<file path="src/rtl/spi_slave_pkg.sv">
// Shared field widths, opcodes, chip-select levels and FSM encoding for the SPI slave.
// Imported by the top module.
package spi_slave_pkg;

    localparam int unsigned SPI_CMD_BITS       = 8;
    localparam int unsigned SPI_ADDR_BITS      = 8;
    localparam int unsigned BRIGHTNESS_WIDTH   = 8;
    localparam int unsigned SPI_PAYLOAD_BITS   = BRIGHTNESS_WIDTH;
    localparam int unsigned MASTER_FRAME_WIDTH = SPI_CMD_BITS + SPI_ADDR_BITS + SPI_PAYLOAD_BITS;

    localparam logic [7:0] SPI_CMD_WRITE = 8'h02;
    localparam logic [7:0] SPI_CMD_READ  = 8'h03;

    localparam logic CS_ASSERT   = 1'b0;
    localparam logic CS_DEASSERT = 1'b1;

    typedef enum logic [2:0] {
        StIdle,
        StCmd,
        StAddr,
        StWdata,
        StRdata,
        StSkip,
        StDone
    } spi_state_e;

    function automatic int unsigned max3(input int unsigned a, input int unsigned b,
                                         input int unsigned c);
        int unsigned m;
        m = (a > b) ? a : b;
        return (m > c) ? m : c;
    endfunction

endpackage

</file>
<file path="src/rtl/spi_sync_edge.sv">
// Two-flop synchronizer for an asynchronous input plus one extra flop for edge detection.
// Edge pulses are one sysclk wide.
module spi_sync_edge (
    input  logic sysclk_i,
    input  logic rst_i,
    input  logic din_i,
    output logic level_o,
    output logic rise_o,
    output logic fall_o
);

    logic [2:0] sync_q;

    always_ff @(posedge sysclk_i) begin
        if (rst_i) begin
            sync_q <= '0;
        end else begin
            sync_q <= {sync_q[1:0], din_i};
        end
    end

    assign level_o = sync_q[1];
    assign rise_o  = sync_q[1] & ~sync_q[2];
    assign fall_o  = ~sync_q[1] & sync_q[2];

endmodule

</file>
<file path="src/rtl/spi_slave.sv">
// SPI mode 0 slave clocked by sysclk: decodes command/address/payload frames into a
// single-cycle register write strobe or a read request whose data is shifted out on miso.
module spi_slave
    import spi_slave_pkg::*;
#(
    parameter int unsigned         CMD_BITS     = SPI_CMD_BITS,
    parameter int unsigned         ADDR_BITS    = SPI_ADDR_BITS,
    parameter int unsigned         PAYLOAD_BITS = SPI_PAYLOAD_BITS,
    parameter logic [CMD_BITS-1:0] CMD_WRITE    = SPI_CMD_WRITE,
    parameter logic [CMD_BITS-1:0] CMD_READ     = SPI_CMD_READ
) (
    input  logic                    sysclk,
    input  logic                    rst,
    input  logic                    sclk,
    input  logic                    cs,
    input  logic                    mosi,
    output logic                    miso,
    output logic [ADDR_BITS-1:0]    o_addr,
    output logic [PAYLOAD_BITS-1:0] o_wdata,
    output logic                    o_wr_valid,
    output logic                    o_rd_req,
    input  logic [PAYLOAD_BITS-1:0] i_rd_data,
    output logic                    o_busy
);

    localparam int unsigned MAX_W = max3(CMD_BITS, ADDR_BITS, PAYLOAD_BITS);
    localparam int unsigned CNT_W = $clog2(MAX_W) + 1;

    localparam logic [CNT_W-1:0] CMD_LAST     = CNT_W'(CMD_BITS - 1);
    localparam logic [CNT_W-1:0] ADDR_LAST    = CNT_W'(ADDR_BITS - 1);
    localparam logic [CNT_W-1:0] PAYLOAD_LAST = CNT_W'(PAYLOAD_BITS - 1);

    logic sclk_lvl, sclk_rise, sclk_fall;
    logic cs_lvl, cs_rise, cs_fall;
    logic mosi_lvl, mosi_rise, mosi_fall;

    spi_sync_edge u_sync_sclk (
        .sysclk_i (sysclk),
        .rst_i    (rst),
        .din_i    (sclk),
        .level_o  (sclk_lvl),
        .rise_o   (sclk_rise),
        .fall_o   (sclk_fall)
    );

    spi_sync_edge u_sync_cs (
        .sysclk_i (sysclk),
        .rst_i    (rst),
        .din_i    (cs),
        .level_o  (cs_lvl),
        .rise_o   (cs_rise),
        .fall_o   (cs_fall)
    );

    spi_sync_edge u_sync_mosi (
        .sysclk_i (sysclk),
        .rst_i    (rst),
        .din_i    (mosi),
        .level_o  (mosi_lvl),
        .rise_o   (mosi_rise),
        .fall_o   (mosi_fall)
    );

    logic unused_edges;
    assign unused_edges = ^{sclk_lvl, cs_rise, mosi_rise, mosi_fall};

    spi_state_e              state_q, state_d;
    logic [CNT_W-1:0]        cnt_q, cnt_d;
    logic [MAX_W-1:0]        rx_q, rx_d;
    logic [MAX_W-1:0]        rx_shift;
    logic [CMD_BITS-1:0]     opcode_q, opcode_d;
    logic [ADDR_BITS-1:0]    addr_q, addr_d;
    logic [PAYLOAD_BITS-1:0] wdata_q, wdata_d;
    logic [PAYLOAD_BITS-1:0] tx_q, tx_d;
    logic                    miso_q, miso_d;
    logic                    wr_valid_q, wr_valid_d;
    logic                    rd_req_q, rd_req_d;

    // mosi and sclk share the same synchronizer depth, so mosi_lvl is the bit under this rise.
    assign rx_shift = {rx_q[MAX_W-2:0], mosi_lvl};

    always_comb begin
        state_d    = state_q;
        cnt_d      = cnt_q;
        rx_d       = rx_q;
        opcode_d   = opcode_q;
        addr_d     = addr_q;
        wdata_d    = wdata_q;
        tx_d       = tx_q;
        miso_d     = miso_q;
        wr_valid_d = 1'b0;
        rd_req_d   = 1'b0;

        if (rd_req_q) begin
            tx_d = i_rd_data;
        end

        case (state_q)
            StIdle: begin
                if (cs_fall) begin
                    state_d = StCmd;
                    cnt_d   = '0;
                    rx_d    = '0;
                end
            end
            StCmd: begin
                if (sclk_rise) begin
                    rx_d  = rx_shift;
                    cnt_d = cnt_q + 1'b1;
                    if (cnt_q == CMD_LAST) begin
                        opcode_d = rx_shift[CMD_BITS-1:0];
                        state_d  = StAddr;
                        cnt_d    = '0;
                        rx_d     = '0;
                    end
                end
            end
            StAddr: begin
                if (sclk_rise) begin
                    rx_d  = rx_shift;
                    cnt_d = cnt_q + 1'b1;
                    if (cnt_q == ADDR_LAST) begin
                        cnt_d = '0;
                        rx_d  = '0;
                        if (opcode_q == CMD_WRITE) begin
                            addr_d  = rx_shift[ADDR_BITS-1:0];
                            state_d = StWdata;
                        end else if (opcode_q == CMD_READ) begin
                            addr_d   = rx_shift[ADDR_BITS-1:0];
                            rd_req_d = 1'b1;
                            miso_d   = 1'b0;
                            state_d  = StRdata;
                        end else begin
                            state_d = StSkip;
                        end
                    end
                end
            end
            StWdata: begin
                if (sclk_rise) begin
                    rx_d  = rx_shift;
                    cnt_d = cnt_q + 1'b1;
                    if (cnt_q == PAYLOAD_LAST) begin
                        wdata_d    = rx_shift[PAYLOAD_BITS-1:0];
                        wr_valid_d = 1'b1;
                        cnt_d      = '0;
                        state_d    = StDone;
                    end
                end
            end
            StRdata: begin
                // The first fall after the address phase presents the MSB.
                if (sclk_fall) begin
                    miso_d = tx_q[PAYLOAD_BITS-1];
                    tx_d   = {tx_q[PAYLOAD_BITS-2:0], 1'b0};
                end
                if (sclk_rise) begin
                    cnt_d = cnt_q + 1'b1;
                    if (cnt_q == PAYLOAD_LAST) begin
                        cnt_d   = '0;
                        state_d = StDone;
                    end
                end
            end
            StSkip, StDone: begin
            end
            default: begin
                state_d = StIdle;
            end
        endcase

        // Chip select released mid-frame: drop everything, keep the last decoded address.
        if (state_q != StIdle && cs_lvl == CS_DEASSERT) begin
            state_d    = StIdle;
            cnt_d      = '0;
            opcode_d   = opcode_q;
            addr_d     = addr_q;
            wdata_d    = wdata_q;
            miso_d     = 1'b0;
            wr_valid_d = 1'b0;
            rd_req_d   = 1'b0;
        end
    end

    always_ff @(posedge sysclk) begin
        if (rst) begin
            state_q    <= StIdle;
            cnt_q      <= '0;
            rx_q       <= '0;
            opcode_q   <= '0;
            addr_q     <= '0;
            wdata_q    <= '0;
            tx_q       <= '0;
            miso_q     <= 1'b0;
            wr_valid_q <= 1'b0;
            rd_req_q   <= 1'b0;
        end else begin
            state_q    <= state_d;
            cnt_q      <= cnt_d;
            rx_q       <= rx_d;
            opcode_q   <= opcode_d;
            addr_q     <= addr_d;
            wdata_q    <= wdata_d;
            tx_q       <= tx_d;
            miso_q     <= miso_d;
            wr_valid_q <= wr_valid_d;
            rd_req_q   <= rd_req_d;
        end
    end

    assign miso       = miso_q & (state_q == StRdata);
    assign o_addr     = addr_q;
    assign o_wdata    = wdata_q;
    assign o_wr_valid = wr_valid_q;
    assign o_rd_req   = rd_req_q;
    assign o_busy     = (state_q != StIdle);

endmodule

</file>
<file path="config.mk">
export PLATFORM = sky130hd
export DESIGN_NAME = spi_slave
export DESIGN_NICKNAME = d
export VERILOG_FILES = /design/src/rtl/spi_slave_pkg.sv /design/src/rtl/spi_sync_edge.sv /design/src/rtl/spi_slave.sv
export SDC_FILE = /design/constraint.sdc
export NUM_CORES = 1
export LEC_CHECK = 0
export CORE_UTILIZATION = 36
export CTS_BUF_LIST = sky130_fd_sc_hd__clkbuf_4
export CTS_CLUSTER_DIAMETER = 120
export DETAILED_ROUTE_END_ITERATION = 6
export PLACE_DENSITY = 0.53
export SLEW_MARGIN = 40
export SYNTH_ARGS = -nofsm -noshare
export SYNTH_HDL_FRONTEND = slang
export SYNTH_HIERARCHICAL = 1
export SYNTH_SLANG_ARGS = --single-unit
</file>
<file path="constraint.sdc">
create_clock -name sysclk -period 4.3 [get_ports sysclk]
set_input_delay 0.43 -clock sysclk [delete_from_list [all_inputs] [get_ports sysclk]]
set_output_delay 0.43 -clock sysclk [all_outputs]
set_load 0.05 [all_outputs]
</file>
Yosys cells after proc, flatten, opt, wreduce, memory -nomap -nowiden
Index checks and enable logic that the tools add are counted.
- add/subtract/negate cells: 1
- bitwise logic cells: 13
- reduce and logical (&&, ||, !) cells: 21
- multiplexer cells: 32
- equal/unequal tests: 22
- operators by type and width (kind ; number):
    two-way mux 8 bit ; 5
    two-way mux 7 bit ; 4
    two-way mux 3 bit ; 8
    case mux 7 bit (3 select lines) ; 1
    inequality test 2 bit, second input constant ; 9
    equality test 8 x 2 -> 1 bit, second input constant ; 2
    case mux 3 bit (5 select lines) ; 1
    two-way mux 4 bit ; 3
    AND reduction 4 bit ; 3
    equality test 3 bit, second input constant ; 3
    inverter 1 bit ; 9
    two-way mux 1 bit ; 8
    inequality test 2 x 1 -> 1 bit, second input constant ; 4
    case mux 4 bit (2 select lines) ; 1
    AND reduction 8 bit ; 1
    OR reduction 2 bit ; 4
    OR reduction 4 bit ; 2
    equality test 3 x 2 -> 1 bit, second input constant ; 2
    AND reduction 6 bit ; 1
    nonzero test 2 bit ; 3
    nonzero test 3 bit ; 2
    OR reduction 6 bit ; 1
    AND reduction 5 bit ; 1
    adder 4 x 1 -> 4 bit, second input constant ; 1
    7 further kinds ; 10
- register bits after elaboration: 57
- word-level logic and storage cells: 102
- input port bits: 13
- output and inout bits: 20

Longest topological paths before layout
- depth after elaboration: 6
- mapped depth: 6
- depth with buffers taken out: 5

Cells and area by module
Netlist, hierarchy kept.
- modules (own cells, without submodules) (module ; area an instance (um^2) ; sequential area each (um^2) ; times used ; cells an instance):
    spi_slave ; 2122.0 ; 980.9 ; 1 ; 221
    spi_sync_edge ; 91.3 ; 60.1 ; 3 ; 8

Least setup slack after synthesis
Ideal clock, no wire load.
- path kind: register to register
- start: register state_q[1]
- end: register state_q[1]
- path slack: 2.550 ns
- stages on the path, launching flop included: 5
- arrival time: 1.655 ns
- buffers on the path: 1
- data required time: 4.204 ns
- period minus slack after synthesis: 1.750 ns
- setup time: 0.096 ns
- cells stage by stage: dfxtp_1 buf_2 or3_1 a21o_1 o41ai_2
- elaborated cells between the ends (all ways): 22
- classes of those cells: eq/ne: 13; mux: 1; bitwise: 1; reduce/logical: 7
- RTL lines (what ; RTL line ; RTL):
    start: declaration ; spi_slave.sv:67 ; spi_state_e state_q, state_d;
    start signal: assignment ; spi_slave.sv:187 ; state_q <= StIdle;
    start signal: assignment ; spi_slave.sv:198 ; state_q <= state_d;
    nonzero test 3 bit ; - ;
    net o_busy ; spi_slave.sv:23 ; output logic o_busy
    logical AND 1 bit ; spi_slave.sv:173 ; if (state_q != StIdle && cs_lvl == CS_DEASSERT) begin
    OR reduction 2 bit (no source line) ; - ;
The timed path passes the listed nets, and every way through them passes these cells.
A chain may end at the register's enable or synchronous reset.

Final worst setup path
- start: register state_q[2]
- end: output port o_busy
- cells in the longest elaborated chain, start to end: 1
- ends and longest elaborated chain (what ; RTL line ; RTL):
    nonzero test 3 bit ; spi_slave.sv:216 ; assign o_busy = (state_q != StIdle);
    end: declaration ; spi_slave.sv:23 ;
No other way between the ends.

==> impl_results.md <==
- Clk_lat worst skew: about 400 ps
- Worst slew margin: 50.19%
- CP arrival: 2180 ps
- Vias in the first global route: around 1700
- Critical path type: flop to output port
- Final Max Tran Viols: 0
- Worst-margin pin slew: 741.5 ps
- Worst Skew: roughly 18 ps
- Die Span X: approximately 83 um
- Setup bufs post-CTS: 0
- RSZ-0062 raised after global routing: no
- DIE AREA: 6858 um2
- Layout cells sized above 1: 10.14%
- GRT Total Usage: between 15 and 20%
- Final-layout fill cell count: 639
- Gate Count Post-Synth: 240
- Leakage power: 0.001053 uW
- Routed WL: 4.989 mm
- Vias: between 1500 and 2000
- CP Buf/Inv Count: 1
- Core ar.: about 6300 um2
- TritonCTS Buffers: 9
- Worst VDD drop: 0.1593 mV
- Met1 usage: roughly 22%
- TNS Setup: 0 ps
- WP data required: 3870 ps
- DP HPWL: 3.383 mm
- Fin crit period: roughly 2600 ps
- Ant. Diodes: 0
- Crit Path Max Fanout: 15
- Syn_area_per_cell: 9.796 um2
- Dpl cell area: approximately 2700 um2
- GPL Wtd Cong: 0.7579
- Crit-path slowest cell: clkdlybuf4s50_1
- Vias per cell: 5.108
- IO Port Bufs: 32
- Max-cap violation count: 0
- Root buf cell: clkbuf_4
- Final antenna-violating net count: 0
- Initial Util: 37.24%
- Cell Area, Synth: around 2400 um2
- CP peak stage delay: 830 ps
- PwrDens: 372.5 nW/um2
- Drt pass-1 iters: 4
- Setup slack at placement: 2110 ps
- Met3 Use GR: roughly 4.0%
- CTS tree: done
- Post-CTS Resized: 0
- Fin area: 2895 um2
- Fin. Hold Viols: 0
- HP Class: flop to flop
- Total grt overflow: 0
- CTS Sinks: 57
- CP Cell Sequence: or3_1, clkdlybuf4s50_1
- Status: finished clean
- Worst Setup Slack, final: ~1700 ps
- Net count after synthesis: 254
- Layer with the highest usage: met1
- I/O Pins: 33
- Placed cell count: 337
- F_max: roughly 0.38 GHz
- Post-layout nets: 285
- Std-Cell Rows: 29
- Tcrit/Tclk final: 60.80%
- CP delay by family, top: buffers and inverters
- Clock transition at path regs: 90 ps
- WHS: ~440 ps
- # DRC: 0
- Area grow syn2layout: 23.15%
- First-pass GRT wire length: about 8.5 mm
- Grt met2 use: between 20% and 30%
- Chip height: 82.81 um
- Clock buffer depth: 2
- Synth Warn #: 6
- CTS Hold Bufs: 0
- Drt wl/cell: 14.13 um
- Initial antenna violation count: 0
- CP startpoint kind: flop
- Cell Count, Final, Fillers Out: 353
- Crit end category: output port
- Largest net degree at the start of global routing: 25
- DR iter-0 viols: 89
- Setup Viol. Count Final: 0
- Depth of the CTS H-tree: 3
[through the flow]
stage / utilization [%] / total power, uW
floorplan: - / 566.0
global placement: 42.98 / 584.7
detailed placement: 42.91 / 584.2
CTS: 45.86 / 1095
global route: 45.86 / 1123
finish: 45.86 / 1079
[per-layer routing]
metal / routed length (um) / vias up
met4: 136 / 0
met5: 0 / -
met3: 241 / 12
met1: 2559 / 803
met2: 2051 / 45
li1: - / 943
[flip-flops by register name, indices dropped and copies added, names as in the netlist, 2 cells and up]
signal / count
tx_q: 8
o_wdata: 8
state_q: 3
u_sync_mosi/sync_q: 2
o_addr: 8
opcode_q: 8
rx_q: 7
u_sync_cs/sync_q: 3
u_sync_sclk/sync_q: 3
cnt_q: 4
[report_power, final]
part           internal (uW)  switching [uW]  leakage (uW)
registers                531            3.17      0.000460
logic                   16.6            20.9      0.000492
clock network            308             199      0.000101
total                    856             223       0.00105
[placed cells by master, fill, tap and decap left out, types with 2 or more instances in the layout]
| cell type | instances |
|---|---|
| bufinv_16 | 3 |
| o21ai_0 | 10 |
| nand4b_1 | 2 |
| clkinv_1 | 2 |
| dfxtp_1 | 57 |
| and3_1 | 2 |
| nor2b_1 | 11 |
| nand2b_1 | 2 |
| nand3_1 | 4 |
| nand4_1 | 9 |
| a22o_1 | 7 |
| nor3_1 | 5 |
| nand2_1 | 9 |
| a21o_1 | 2 |
| clkdlybuf4s50_1 | 31 |
| clkbuf_4 | 11 |
| a21oi_1 | 15 |
| mux2i_1 | 26 |
| nor4_1 | 2 |
| a31oi_1 | 3 |
| nand3b_1 | 2 |
| a211oi_1 | 8 |
| inv_1 | 3 |
| nor2_1 | 26 |
[final timing paths]
kind                                             from                  end  slack, ps  cells after the start
worst max register to register  u_sync_sclk/sync_q[1]          opcode_q[6]       2180                      5
worst min-delay path              u_sync_cs/sync_q[0]  u_sync_cs/sync_q[1]        440                      1
worst max-delay path                       state_q[2]               o_busy       1690                      2
worst min register to register    u_sync_cs/sync_q[0]  u_sync_cs/sync_q[1]        440                      1
[area by class of cell]
type                            count  area (um2)  area share, %
Sequential cell                    57        1141          39.41
Multi-Input combinational cell    165        1130          39.02
Timing Repair Buffer               33       322.8          11.15
Clock inverter                      5       103.9          3.587
Tap cell                           77       96.34          3.328
Clock buffer                       11       82.58          2.852
Inverter                            5       18.77         0.6482
Power figures use the tool's default switching activity.
